==> src/rtl/block_mover_pkg.sv <==
// Shared types and screen geometry for the falling-block position generator.
// Screen size is shared with the sprite renderer and the video generator.
package block_pkg;

  typedef enum logic [1:0] {
    FALLING,
    LANDED,
    SPAWN
  } block_state_t;

  localparam int SCREEN_W = 1280;
  localparam int SCREEN_H = 720;

  function automatic logic [11:0] min12(
    input logic [11:0] a,
    input logic [11:0] b
  );
    return (a < b) ? a : b;
  endfunction

endpackage

==> src/rtl/block_mover_if.sv <==
// Frame strobe, user requests and block position outputs bundled together.
// The slave side is the mover; the master side is its driver and observer.
interface block_mover_if;

  logic        nf_in;
  logic        left_in;
  logic        right_in;
  logic        drop_in;
  logic [10:0] x_out;
  logic [9:0]  y_out;
  logic        is_fixed_out;
  logic        landed_out;

  modport master (
    output nf_in,
    output left_in,
    output right_in,
    output drop_in,
    input  x_out,
    input  y_out,
    input  is_fixed_out,
    input  landed_out
  );

  modport slave (
    input  nf_in,
    input  left_in,
    input  right_in,
    input  drop_in,
    output x_out,
    output y_out,
    output is_fixed_out,
    output landed_out
  );

endinterface

==> src/rtl/block_mover_frame_timer.sv <==
// Modulo-PERIOD counter of frame ticks with terminal-count flag.
// tc_out reflects the current count, so callers can act on the same tick.
module frame_timer #(
  parameter int PERIOD = 2
) (
  input  logic clk_in,
  input  logic rst_in,
  input  logic clr_in,
  input  logic tick_in,
  output logic tc_out
);

  localparam int CW = (PERIOD > 1) ? $clog2(PERIOD) : 1;
  localparam logic [CW-1:0] LAST = CW'(PERIOD - 1);

  logic [CW-1:0] cnt_q;
  logic [CW-1:0] cnt_d;

  always_comb begin
    cnt_d = cnt_q;
    if (clr_in) begin
      cnt_d = '0;
    end else if (tick_in) begin
      cnt_d = (cnt_q == LAST) ? '0 : cnt_q + CW'(1);
    end
  end

  always_ff @(posedge clk_in) begin
    if (rst_in) begin
      cnt_q <= '0;
    end else begin
      cnt_q <= cnt_d;
    end
  end

  assign tc_out = (cnt_q == LAST);

endmodule

==> src/rtl/block_mover.sv <==
// Per-frame position generator for a falling block: move, fall, land, respawn.
// Everything updates only on the frame strobe so the sprite never tears.
module block_mover
  import block_pkg::*;
#(
  parameter int WIDTH          = 256,
  parameter int HEIGHT         = 256,
  parameter int SCREEN_W       = block_pkg::SCREEN_W,
  parameter int SCREEN_H       = block_pkg::SCREEN_H,
  parameter int SPAWN_X        = 512,
  parameter int SPAWN_Y        = 0,
  parameter int MOVE_STEP      = 8,
  parameter int FALL_STEP      = 4,
  parameter int FALL_PERIOD    = 2,
  parameter int RESPAWN_FRAMES = 60
) (
  input logic          clk_in,
  input logic          rst_in,
  block_mover_if.slave bus
);

  localparam logic [11:0] X_MAX   = 12'(SCREEN_W - WIDTH);
  localparam logic [11:0] FLOOR_Y = 12'(SCREEN_H - HEIGHT);
  localparam logic [11:0] MSTEP   = 12'(MOVE_STEP);
  localparam logic [11:0] FSTEP   = 12'(FALL_STEP);
  localparam logic [11:0] DSTEP   = 12'(4 * FALL_STEP);
  localparam logic [10:0] X_SPAWN = 11'(SPAWN_X);
  localparam logic [9:0]  Y_SPAWN = 10'(SPAWN_Y);

  block_state_t state_q, state_d;
  logic [10:0]  x_q, x_d;
  logic [9:0]   y_q, y_d;
  logic         fixed_q, fixed_d;
  logic         landed_q, landed_d;

  logic        fall_tick, fall_clr, fall_tc;
  logic        hold_tick, hold_clr, hold_tc;
  logic [11:0] x_ext, y_ext, x_nxt, y_nxt, step;

  frame_timer #(.PERIOD(FALL_PERIOD)) u_fall (
    .clk_in  (clk_in),
    .rst_in  (rst_in),
    .clr_in  (fall_clr),
    .tick_in (fall_tick),
    .tc_out  (fall_tc)
  );

  frame_timer #(.PERIOD(RESPAWN_FRAMES)) u_hold (
    .clk_in  (clk_in),
    .rst_in  (rst_in),
    .clr_in  (hold_clr),
    .tick_in (hold_tick),
    .tc_out  (hold_tc)
  );

  always_comb begin
    state_d   = state_q;
    x_d       = x_q;
    y_d       = y_q;
    fixed_d   = fixed_q;
    landed_d  = 1'b0;
    fall_tick = 1'b0;
    fall_clr  = 1'b0;
    hold_tick = 1'b0;
    hold_clr  = 1'b0;
    x_ext     = {1'b0, x_q};
    y_ext     = {2'b00, y_q};
    x_nxt     = x_ext;
    y_nxt     = y_ext;
    step      = '0;
    unique case (state_q)
      FALLING: begin
        if (bus.nf_in) begin
          if (bus.left_in && !bus.right_in) begin
            x_nxt = (x_ext < MSTEP) ? '0 : x_ext - MSTEP;
          end else if (bus.right_in && !bus.left_in) begin
            x_nxt = min12(x_ext + MSTEP, X_MAX);
          end
          if (bus.drop_in) begin
            fall_clr = 1'b1;
            step     = DSTEP;
          end else begin
            fall_tick = 1'b1;
            step      = fall_tc ? FSTEP : '0;
          end
          y_nxt = min12(y_ext + step, FLOOR_Y);
          x_d   = x_nxt[10:0];
          y_d   = y_nxt[9:0];
          if (y_nxt == FLOOR_Y) begin
            state_d  = LANDED;
            fixed_d  = 1'b1;
            landed_d = 1'b1;
            hold_clr = 1'b1;
          end
        end
      end
      LANDED: begin
        if (bus.nf_in) begin
          hold_tick = 1'b1;
          if (hold_tc) begin
            state_d = SPAWN;
          end
        end
      end
      SPAWN: begin
        x_d      = X_SPAWN;
        y_d      = Y_SPAWN;
        fixed_d  = 1'b0;
        fall_clr = 1'b1;
        state_d  = FALLING;
      end
      default: begin
        state_d = FALLING;
      end
    endcase
  end

  always_ff @(posedge clk_in) begin
    if (rst_in) begin
      state_q  <= FALLING;
      x_q      <= X_SPAWN;
      y_q      <= Y_SPAWN;
      fixed_q  <= 1'b0;
      landed_q <= 1'b0;
    end else begin
      state_q  <= state_d;
      x_q      <= x_d;
      y_q      <= y_d;
      fixed_q  <= fixed_d;
      landed_q <= landed_d;
    end
  end

  assign bus.x_out        = x_q;
  assign bus.y_out        = y_q;
  assign bus.is_fixed_out = fixed_q;
  assign bus.landed_out   = landed_q;

endmodule

==> src/flat_wrapper.sv <==
// flat-port wrapper written by rule: the top's interface ports become plain ports
module block_mover_flat import block_pkg::*;
#(
  parameter int WIDTH          = 256,
  parameter int HEIGHT         = 256,
  parameter int SCREEN_W       = block_pkg::SCREEN_W,
  parameter int SCREEN_H       = block_pkg::SCREEN_H,
  parameter int SPAWN_X        = 512,
  parameter int SPAWN_Y        = 0,
  parameter int MOVE_STEP      = 8,
  parameter int FALL_STEP      = 4,
  parameter int FALL_PERIOD    = 2,
  parameter int RESPAWN_FRAMES = 60
)
  (clk_in, rst_in, bus_nf_in, bus_left_in, bus_right_in, bus_drop_in, bus_x_out, bus_y_out, bus_is_fixed_out, bus_landed_out);
  block_mover_if bus_i ();
  input logic clk_in;
  input logic rst_in;
  input wire logic [$bits(bus_i.nf_in)-1:0] bus_nf_in;
  input wire logic [$bits(bus_i.left_in)-1:0] bus_left_in;
  input wire logic [$bits(bus_i.right_in)-1:0] bus_right_in;
  input wire logic [$bits(bus_i.drop_in)-1:0] bus_drop_in;
  output wire logic [$bits(bus_i.x_out)-1:0] bus_x_out;
  output wire logic [$bits(bus_i.y_out)-1:0] bus_y_out;
  output wire logic [$bits(bus_i.is_fixed_out)-1:0] bus_is_fixed_out;
  output wire logic [$bits(bus_i.landed_out)-1:0] bus_landed_out;
  assign bus_i.nf_in = bus_nf_in;
  assign bus_i.left_in = bus_left_in;
  assign bus_i.right_in = bus_right_in;
  assign bus_i.drop_in = bus_drop_in;
  assign bus_x_out = bus_i.x_out;
  assign bus_y_out = bus_i.y_out;
  assign bus_is_fixed_out = bus_i.is_fixed_out;
  assign bus_landed_out = bus_i.landed_out;
  block_mover #(.WIDTH(WIDTH), .HEIGHT(HEIGHT), .SCREEN_W(SCREEN_W), .SCREEN_H(SCREEN_H), .SPAWN_X(SPAWN_X), .SPAWN_Y(SPAWN_Y), .MOVE_STEP(MOVE_STEP), .FALL_STEP(FALL_STEP), .FALL_PERIOD(FALL_PERIOD), .RESPAWN_FRAMES(RESPAWN_FRAMES)) u_core (.clk_in(clk_in), .rst_in(rst_in), .bus(bus_i));
endmodule
==> config.mk <==
export PLATFORM = sky130hd
export DESIGN_NAME = block_mover_flat
export DESIGN_NICKNAME = d
export VERILOG_FILES = /design/src/rtl/block_mover_pkg.sv /design/src/rtl/block_mover_if.sv /design/src/rtl/block_mover_frame_timer.sv /design/src/rtl/block_mover.sv /design/src/flat_wrapper.sv
export SDC_FILE = /design/constraint.sdc
export NUM_CORES = 1
export LEC_CHECK = 0
export ABC_CLOCK_PERIOD_IN_PS = 3950
export CORE_MARGIN = 2
export CORE_UTILIZATION = 30
export CTS_CLUSTER_SIZE = 40
export DETAILED_ROUTE_END_ITERATION = 10
export PLACE_DENSITY_LB_ADDON = 0.2
export SLEW_MARGIN = 20
export SYNTH_ARGS = -nofsm -noshare
export SYNTH_HDL_FRONTEND = slang
export SYNTH_HIERARCHICAL = 1
export SYNTH_SLANG_ARGS = --single-unit
==> constraint.sdc <==
create_clock -name clk_in -period 3.95 [get_ports clk_in]
set_clock_uncertainty 0.15 [all_clocks]
set_input_delay 0.79 -clock clk_in [delete_from_list [all_inputs] [get_ports clk_in]]
set_output_delay 0.79 -clock clk_in [all_outputs]
set_load 0.005 [all_outputs]
Word-level counts from Yosys, hierarchy flattened
Cells that the tools add are included.

word-level totals
  logic and storage cells = 70
  input bits = 6
  register bits after elaboration = 32
  output and inout bits = 23

cells by class
  add/sub/neg operators = 5
  order comparisons = 3
  eq/ne operators = 9
  reduce and logical (&&, ||, !) cells = 12
  mux-type cells = 34

operators with widths
  cell                   count
  $mux 11                5
  $mux 12                4
  $pmux 11 s2            1
  $pmux 10 s2            1
  $mux 1                 13
  $add 10x12->12         1
  $add 11x4->12 const B  1
  $eq 12x9->1 const B    1
  $lt 12x11->1 const B   1
  $lt 12x9->1 const B    1
  $lt 11x4->1 const B    1
  $sub 11x4->11 const B  1
  $mux 10                1
  $mux 2                 4
  $add 6x1->6 const B    1
  $eq 6x6->1 const B     1
  $mux 6                 1
  $reduce_and 3->1       2
  $ne 2x1->1 const B     2
  $ne 2x2->1 const B     2
  $pmux 1 s2             2
  $pmux 2 s2             1
  $reduce_and 4->1       1
  $reduce_or 2->1        2
  10 further kinds       12

Logic depth before layout (Yosys ltp)
Gate-level depths: netlist (run 1).

  depth after elaboration = 12
  gate-level depth with buffers = 11
  mapped depth without buffers = 10

Modules after synthesis
The synthesis (run 1) kept the hierarchy.

by module, submodules not included
  module                        seq. area each (um^2)  cells an instance  area each (um^2)  times used
  block_mover                   440.4                  209                1532.7            1
  frame_timer at u_core.u_hold  120.1                  34                 302.8             1
  frame_timer at u_core.u_fall  20.0                   3                  38.8              1

Worst setup path after synthesis (run 1)
No wires, ideal clock.

  path type = input -> register
  start = input bus_drop_in
  end = register u_core.u_hold.cnt_q[5]
  cell stages on the path = 11
  setup time = 79 ps
  data required time = 3721 ps
  slack = 961 ps
  buffers on the path = 1
  data arrival time = 2759 ps
  cells stage by stage = nor2b_1 > ha_1 > ha_1 > a21o_1 > nor3_1 > a2bb2oi_1 > a21oi_1 > nor2_1 > or2_2 > clkbuf_1 > a211oi_2

on the way
  word-level cells in the longest chain between the ends = 11

ends and longest elaborated chain
  item                                RTL line                       text
  start, declared                     flat_wrapper.sv:22             input wire logic [$bits(bus_i.drop_in)-1:0] bus_drop_in;
  $mux 12 *                           block_mover.sv:79              if (bus.drop_in) begin
  $mux 12 *                           block_mover.sv:73              if (bus.nf_in) begin
  $mux 12 *                           block_mover.sv:71              unique case (state_q)
  $add 10x12->12 *                    block_mover.sv:86              y_nxt = min12(y_ext + step, FLOOR_Y);
  $lt 12x9->1                         block_mover_pkg.sv:18          return (a < b) ? a : b;
  $mux 12 *                           block_mover_pkg.sv:18
  $eq 12x9->1 *                       block_mover.sv:89              if (y_nxt == FLOOR_Y) begin
  $mux 1 *                            block_mover.sv:89
  $mux 1 *                            block_mover.sv:73
  $mux 1 *                            block_mover.sv:71
  net u_core.hold_clr                 block_mover.sv:37              logic hold_tick, hold_clr, hold_tc;
  $reduce_or 2->1 (no source line) *  n/a
  end signal, assigned                block_mover_frame_timer.sv:32  cnt_q <= cnt_d;
  end, declared                       block_mover_frame_timer.sv:16  logic [CW-1:0] cnt_q;

The timed path passes the listed nets; every way through them passes the cells marked *. The select of a mux whose other input is x is not followed.
A chain may end at the register's enable or synchronous reset.

Final worst setup path (run 1)
Ends and elaborated chain as after synthesis.

==> impl_metrics.tcl, run 1 <==
set metrics [dict create \
    status "completed" \
    wl_met2_um 2100 \
    synth_cell_type_count 56 \
    via_per_inst 5.28 \
    clock-sinks 29 \
    synth_xor_area_share_pct 2.80 \
    htree_levels 2 \
    final-setup-viol-count 0 \
    grt-ovfl-total 0 \
    core-area_um2 5990 \
    powerDensity_nw_per_um2 299 \
    final_core_util_pct 37.8 \
    drt-met1-wl_um 2340 \
    synth_top_cell_by_area "dfxtp_1" \
    final_cell_mix "nor2_1 (32), dfxtp_1 (29), clkdlybuf4s50_1 (25)" \
    regToRegStartpoint "u_core/bus.x_out[3]$_SDFFE_PP0P_" \
    slew_viol_final 0 \
    critical_path.max_fanout 6 \
    rsz0062_at_grt "no" \
    ys.flop_type "dfxtp_1" \
    drcViolationCount 0 \
    synth_adder_area_share_pct 4.67 \
    slew-limit-headroom_pct 47.0 \
    clock.fmax_mhz 323 \
    drtAntennaViolNets 0 \
    hold_buffers 0 \
    fin_crit_sh_pct 78.5 \
    n_fill_cell 628 \
    grt_max_degree 18 \
    clk_path_buf_depth 2 \
    synth-compound-area-share_pct 26.5 \
    synth.top_cell.area_share_pct 31.0 \
    wl_um 4740 \
    wl_met3_um 211 \
    final_common_cell "nor2_1" \
    drt_first_pass_iters 4 \
    avgSynthCellArea_um2 7.62 \
    synth_top_family_by_area "simple AND/OR/NAND/NOR gates" \
    initial_core_util_pct 31.3 \
    drv_cap 0 \
    startpoint_type "primary input" \
    cts_made_buffers 5 \
    drive_gt1_share_pct 7.49 \
    postCtsSetupBuffers 0 \
    netlist_area_um2 1870 \
    grt_util_all_layers_pct 14.0 \
    cts_tree "built" \
    io_pins 29 \
    synth-edff-count 0 \
    fin_tns_setup_ns 0 \
    num-nets-final 280 \
    num_antenna_cells 0 \
    finalHoldViolCount 0 \
    yosys.area_share.simple_pct 27.4 \
    hp-start "u_core/bus.y_out[1]$_SDFFE_PP0P_" \
    finalCriticalPeriod_ns 3.10 \
    first_global_vias 1643 \
    leakagePower_nw 0.779 \
    area_growth_pct 20.8 \
    yosysSeqAreaShare_pct 31.0 \
    cp.required_ns 4.01 \
    synthMuxAreaShare_pct 1.07 \
    cts-resized-gates 0 \
    port_buffers 25 \
    insertion_delay_ns 0.28 \
    synthArstFlopShare_pct 0 \
    wl_per_cell_um 13.9 \
    holdCritPathClass "flop to flop" \
    endpoint_kind "flop" \
    cts.clk_slew.worst_paths_ns 0.06 \
    worstPathArrival_ns 3.16 \
    die_x_um 83.0 \
    row_count 28 \
    ys_ff_latch 29 \
    routabilityCongestion 0.875 \
    synthCells 246 \
    vdd_drop_max_uv 112 \
    clk_root_buffer_cell "clkbuf_8" \
    worst_slew_pin_slew_ns 0.787 \
    drt-initial-drc-count 159 \
    ys_warn_count 6 \
    critical_path_class "primary input to flop" \
    die_area_um2 6900 \
    synth_area_leaders "dfxtp_1 (31%), nor2_1 (6.4%), a21oi_1 (5.9%)" \
    die_h_um 83.0 \
    top_layer_used "met4" \
    vias 1805 \
    hpwlAfterDp_um 3360 \
    crit_start "bus_drop_in" \
    grt_pass1_wl_um 7820 \
    antenna_found_initial 0 \
]
==> cells in the mapped netlist (all sizes together), types with 2 or more instances <==
| master | instances |
|---|---|
| nand2 | 19 |
| a211oi | 4 |
| or3 | 3 |
| o21ai | 14 |
| o31a | 2 |
| nand2b | 4 |
| a21oi | 22 |
| and2 | 2 |
| a32oi | 3 |
| dfxtp | 29 |
| a21o | 3 |
| nand3 | 5 |
| ha | 7 |
| xnor2 | 4 |
| clkbuf | 11 |
| o21a | 6 |
| o31ai | 3 |
| nor2 | 32 |
| a31oi | 3 |
| inv | 11 |
| nand4 | 5 |
| mux2i | 2 |
| nor2b | 5 |
| buf | 6 |
| nor3 | 13 |
| xor2 | 2 |
| nor4 | 2 |
| nand4b | 3 |
==> critical path, stage by stage <==
cell             delay (ns)
clkdlybuf4s50_1        0.53
nor2b_1                0.07
ha_1                   0.24
ha_1                   0.24
a21o_1                 0.22
nor3_1                 0.14
a2bb2oi_1              0.12
a21oi_1                0.18
nor2_1                 0.06
or2_2                  0.37
a211oi_2               0.19
==> flip-flops by register name, summed over array words and instances, names as in the netlist <==
name                     flops
u_core/bus.is_fixed_out      1
u_core/bus.landed_out        1
u_core/bus.x_out             8
u_core/bus.y_out            10
u_core/state_q               2
u_core/u_fall/tc_out         1
u_core/u_hold/cnt_q          6
==> path summary, 6_finish.rpt <==
check | end | slack [ns] | depth (start not counted)
worst min register to register | u_core/bus.y_out[1]$_SDFFE_PP0P_ | 0.30 | 2
worst min-delay path | u_core/bus.y_out[1]$_SDFFE_PP0P_ | 0.30 | 2
worst max-delay path | u_core/u_hold/cnt_q[5]$_SDFFE_PP0P_ | 0.85 | 11
worst max register to register | u_core/bus.x_out[4]$_SDFFE_PP0P_ | 1.19 | 8
==> through the flow <==
step	cell area [um^2]	hold WS (ns)	cells	setup WS (ns)	total power, W
finish	2260	0.304	342	0.850	0.000677
global route	2260	0.348	342	0.643	0.000714
CTS	2260	0.312	342	0.857	0.000689
detailed placement	2180	0.294	335	0.559	0.000433
global placement	2180	0.292	335	0.623	0.000433
floorplan	1880	0.292	248	0.961	0.000397
==> where the power goes <==
| group | internal (W) | switching [W] | total (W) |
|---|---|---|---|
| clock | 0.000138 | 0.000112 | 0.000250 |
| combinational | 0.0000535 | 0.0000610 | 0.000115 |
| sequential | 0.000299 | 0.0000135 | 0.000313 |
==> routing by layer <==
metal | track usage, % | up-vias
met5 | 0 | -
met4 | 4.92 | 0
met3 | 3.58 | 7
met2 | 21.8 | 57
met1 | 18.6 | 817
li1 | - | 924
==> layout make-up <==
| type | instances | area, um^2 | area share (%) |
|---|---|---|---|
| timing repair buffer | 29 | 280 | 12.4 |
| inverter | 11 | 41.3 | 1.82 |
| sequential | 29 | 581 | 25.6 |
| clock buffer | 7 | 86.3 | 3.81 |
| multi-input combinational | 191 | 1180 | 52.2 |
| tap | 75 | 93.8 | 4.15 |
==> cell families (layout without fill, tap and decap cells) <==
family,Yosys count,in the layout
compound gates,73,73
simple gates,100,100
mux,2,2
xor+xnor,6,6
buf+inv,28,47
fa+ha+maj,7,7
flops,29,29
other cells,1,3
No activity file was read; power rests on OpenSTA's default activity.
==> run 2: changes to the inputs <==
--- a/config.mk
+++ b/config.mk
@@ -5,7 +5,7 @@
 export SDC_FILE = /design/constraint.sdc
 export NUM_CORES = 1
 export LEC_CHECK = 0
-export ABC_CLOCK_PERIOD_IN_PS = 3950
+export ABC_CLOCK_PERIOD_IN_PS = 3100
 export CORE_MARGIN = 2
 export CORE_UTILIZATION = 30
 export CTS_CLUSTER_SIZE = 40
==> constraint.sdc (replaced) <==
create_clock -name clk_in -period 3.1 [get_ports clk_in]
set_clock_uncertainty 0.15 [all_clocks]
set_input_delay 0.62 -clock clk_in [delete_from_list [all_inputs] [get_ports clk_in]]
set_output_delay 0.62 -clock clk_in [all_outputs]
set_load 0.005 [all_outputs]
==> run 2 against run 1 <==
- global-route usage down 0.24 points
- largest cell class unchanged
- critical path type unchanged
- first-iteration DRC count is 18% lower
- power grew 42%
- clock-buffer cell count is the same
- via count rose by 1.2%
- highest routed layer unchanged
- non-clock buffer count increased by 7
- register-to-register slack got worse by 0.68 ns
- combinational power increased by 34%
- core utilization grew 1.4 points
- setup slack got worse by 0.59 ns
- clock power grew 65%
- wire length shrank 2.9%
==> impl_metrics.tcl, run 2 (synthesized netlist as in run 1, its figures left out) <==
set metrics [dict create \
    status "completed" \
    startpoint_type "primary input" \
    holdWs_ns 0.305 \
    critical_path.max_fanout 6 \
    area_growth_pct 25.2 \
    fin_tns_setup_ns 0 \
    first_global_vias 1712 \
    vias 1826 \
    routabilityCongestion 0.836 \
    grt_util_all_layers_pct 13.7 \
    n_fill_cell 622 \
    drv_cap 0 \
    row_count 28 \
    rsz0062_at_grt "no" \
    regToRegStartpoint "u_core/bus.x_out[4]$_SDFFE_PP0P_" \
    drcViolationCount 0 \
    cts_tree "built" \
    grt_max_degree 17 \
    power.total_w 0.000962 \
    clk_root_buffer_cell "clkbuf_8" \
    core-area_um2 5990 \
    hpwlAfterDp_um 3300 \
    initial_core_util_pct 31.3 \
    holdCritPathClass "flop to flop" \
    endpoint "u_core/u_hold/cnt_q[5]$_SDFFE_PP0P_" \
    fin_crit_sh_pct 91.6 \
    largest_register_ff_count 10 \
    cts-resized-gates 0 \
    port_buffers 25 \
    slew-limit-headroom_pct 63.9 \
    cts.clk_slew.worst_paths_ns 0.06 \
    finalHoldViolCount 0 \
    slew_viol_final 0 \
    r2r_slack_ns 0.51 \
    antenna_found_initial 0 \
    num-nets-final 287 \
    wl_um 4600 \
    stdcell_count 350 \
    die_h_um 83.0 \
    reg2reg_to "u_core/bus.x_out[5]$_SDFFE_PP0P_" \
    leakagePower_nw 0.827 \
    cts_made_buffers 5 \
    worst_slew_pin_slew_ns 0.537 \
    drtAntennaViolNets 0 \
    io_pins 29 \
    grt-ovfl-total 0 \
    clock-sinks 29 \
    clock.fmax_mhz 352 \
    finalCriticalPeriod_ns 2.84 \
    insertion_delay_ns 0.28 \
    min_path_cells 2 \
    num_antenna_cells 0 \
    hold_buffers 0 \
    die_area_um2 6900 \
    via_per_inst 5.22 \
    postCtsSetupBuffers 0 \
    cp.required_ns 3.16 \
    dp.cells 342 \
    critical_path_class "primary input to flop" \
    final_common_cell "nor2_1" \
    drt_first_pass_iters 4 \
    grt_pass1_wl_um 7900 \
    crit_start "bus_drop_in" \
    vdd_drop_max_uv 153 \
    drive_gt1_share_pct 10.2 \
    drt-initial-drc-count 130 \
    htree_levels 2 \
    die_x_um 83.0 \
    wl_per_cell_um 13.1 \
    clk_path_buf_depth 2 \
    worstPathArrival_ns 2.89 \
    endpoint_kind "flop" \
    final_cell_mix "nor2_1 (32), dfxtp_1 (29), clkdlybuf4s50_1 (25)" \
    final-setup-viol-count 0 \
    powerDensity_nw_per_um2 410 \
    rr_worst_depth 8 \
]
## run 2: cell types whose count changed in the layout (fill, tap and decap cells not counted)
cell,change
buf_4,+7
bufinv_16,+1
## run 2: metal layers
metal	vias up	wire length [um]	GRT usage [%]
met5	-	0	0
met4	0	81	5.37
met3	8	181	2.68
met2	49	1990	20.7
met1	827	2350	19.2
li1	942	-	-
## run 2: critical path, stage by stage
cell,delay (ns)
clkdlybuf4s50_1,0.50
nor2b_1,0.06
ha_1,0.19
ha_1,0.22
a21o_1,0.21
nor3_1,0.16
a2bb2oi_1,0.12
a21oi_1,0.19
nor2_1,0.06
or2_2,0.36
a211oi_2,0.19
## run 2: worst min-delay path by stage
stage                                      from                                to  slack (ns)
2_1_floorplan  u_core/bus.y_out[0]$_SDFFE_PP0P_  u_core/bus.y_out[0]$_SDFFE_PP0P_        0.29
3_3_place_gp   u_core/bus.y_out[0]$_SDFFE_PP0P_  u_core/bus.y_out[0]$_SDFFE_PP0P_        0.29
3_5_place_dp   u_core/bus.y_out[1]$_SDFFE_PP0P_  u_core/bus.y_out[1]$_SDFFE_PP0P_        0.29
4_1_cts        u_core/bus.y_out[0]$_SDFFE_PP0P_  u_core/bus.y_out[0]$_SDFFE_PP0P_        0.31
5_1_grt        u_core/bus.y_out[1]$_SDFFE_PP0P_  u_core/bus.y_out[1]$_SDFFE_PP0P_        0.34
6_report       u_core/bus.y_out[1]$_SDFFE_PP0P_  u_core/bus.y_out[1]$_SDFFE_PP0P_        0.30
## run 2: power breakdown
group	switching (W)	leakage (nW)	internal, W
registers	0.0000145	0.235	0.000381
clock network	0.000151	0.0585	0.000262
logic	0.0000801	0.534	0.0000737
## run 2: cell type report
class	count	area [um^2]	area share, %
clock buffers	7	86.3	3.68
inverters	11	41.3	1.76
repair buffers	36	333	14.2
multi-input cells	191	1180	50.3
flip-flops and latches	29	581	24.7
well taps	75	93.8	4.00
clock inverters	1	30.0	1.28
## run 2: through the flow
| stage | utilization (%) | cell area, um^2 | setup WS, ns |
|---|---|---|---|
| final | 39.2 | 2350 | 0.261 |
| after global routing | 39.2 | 2350 | 0.000846 |
| after CTS | 39.2 | 2350 | 0.259 |
| after detailed placement | 37.2 | 2230 | -0.0452 |
| after global placement | 37.2 | 2230 | 0.0162 |
| after floorplan | - | 1880 | 0.281 |
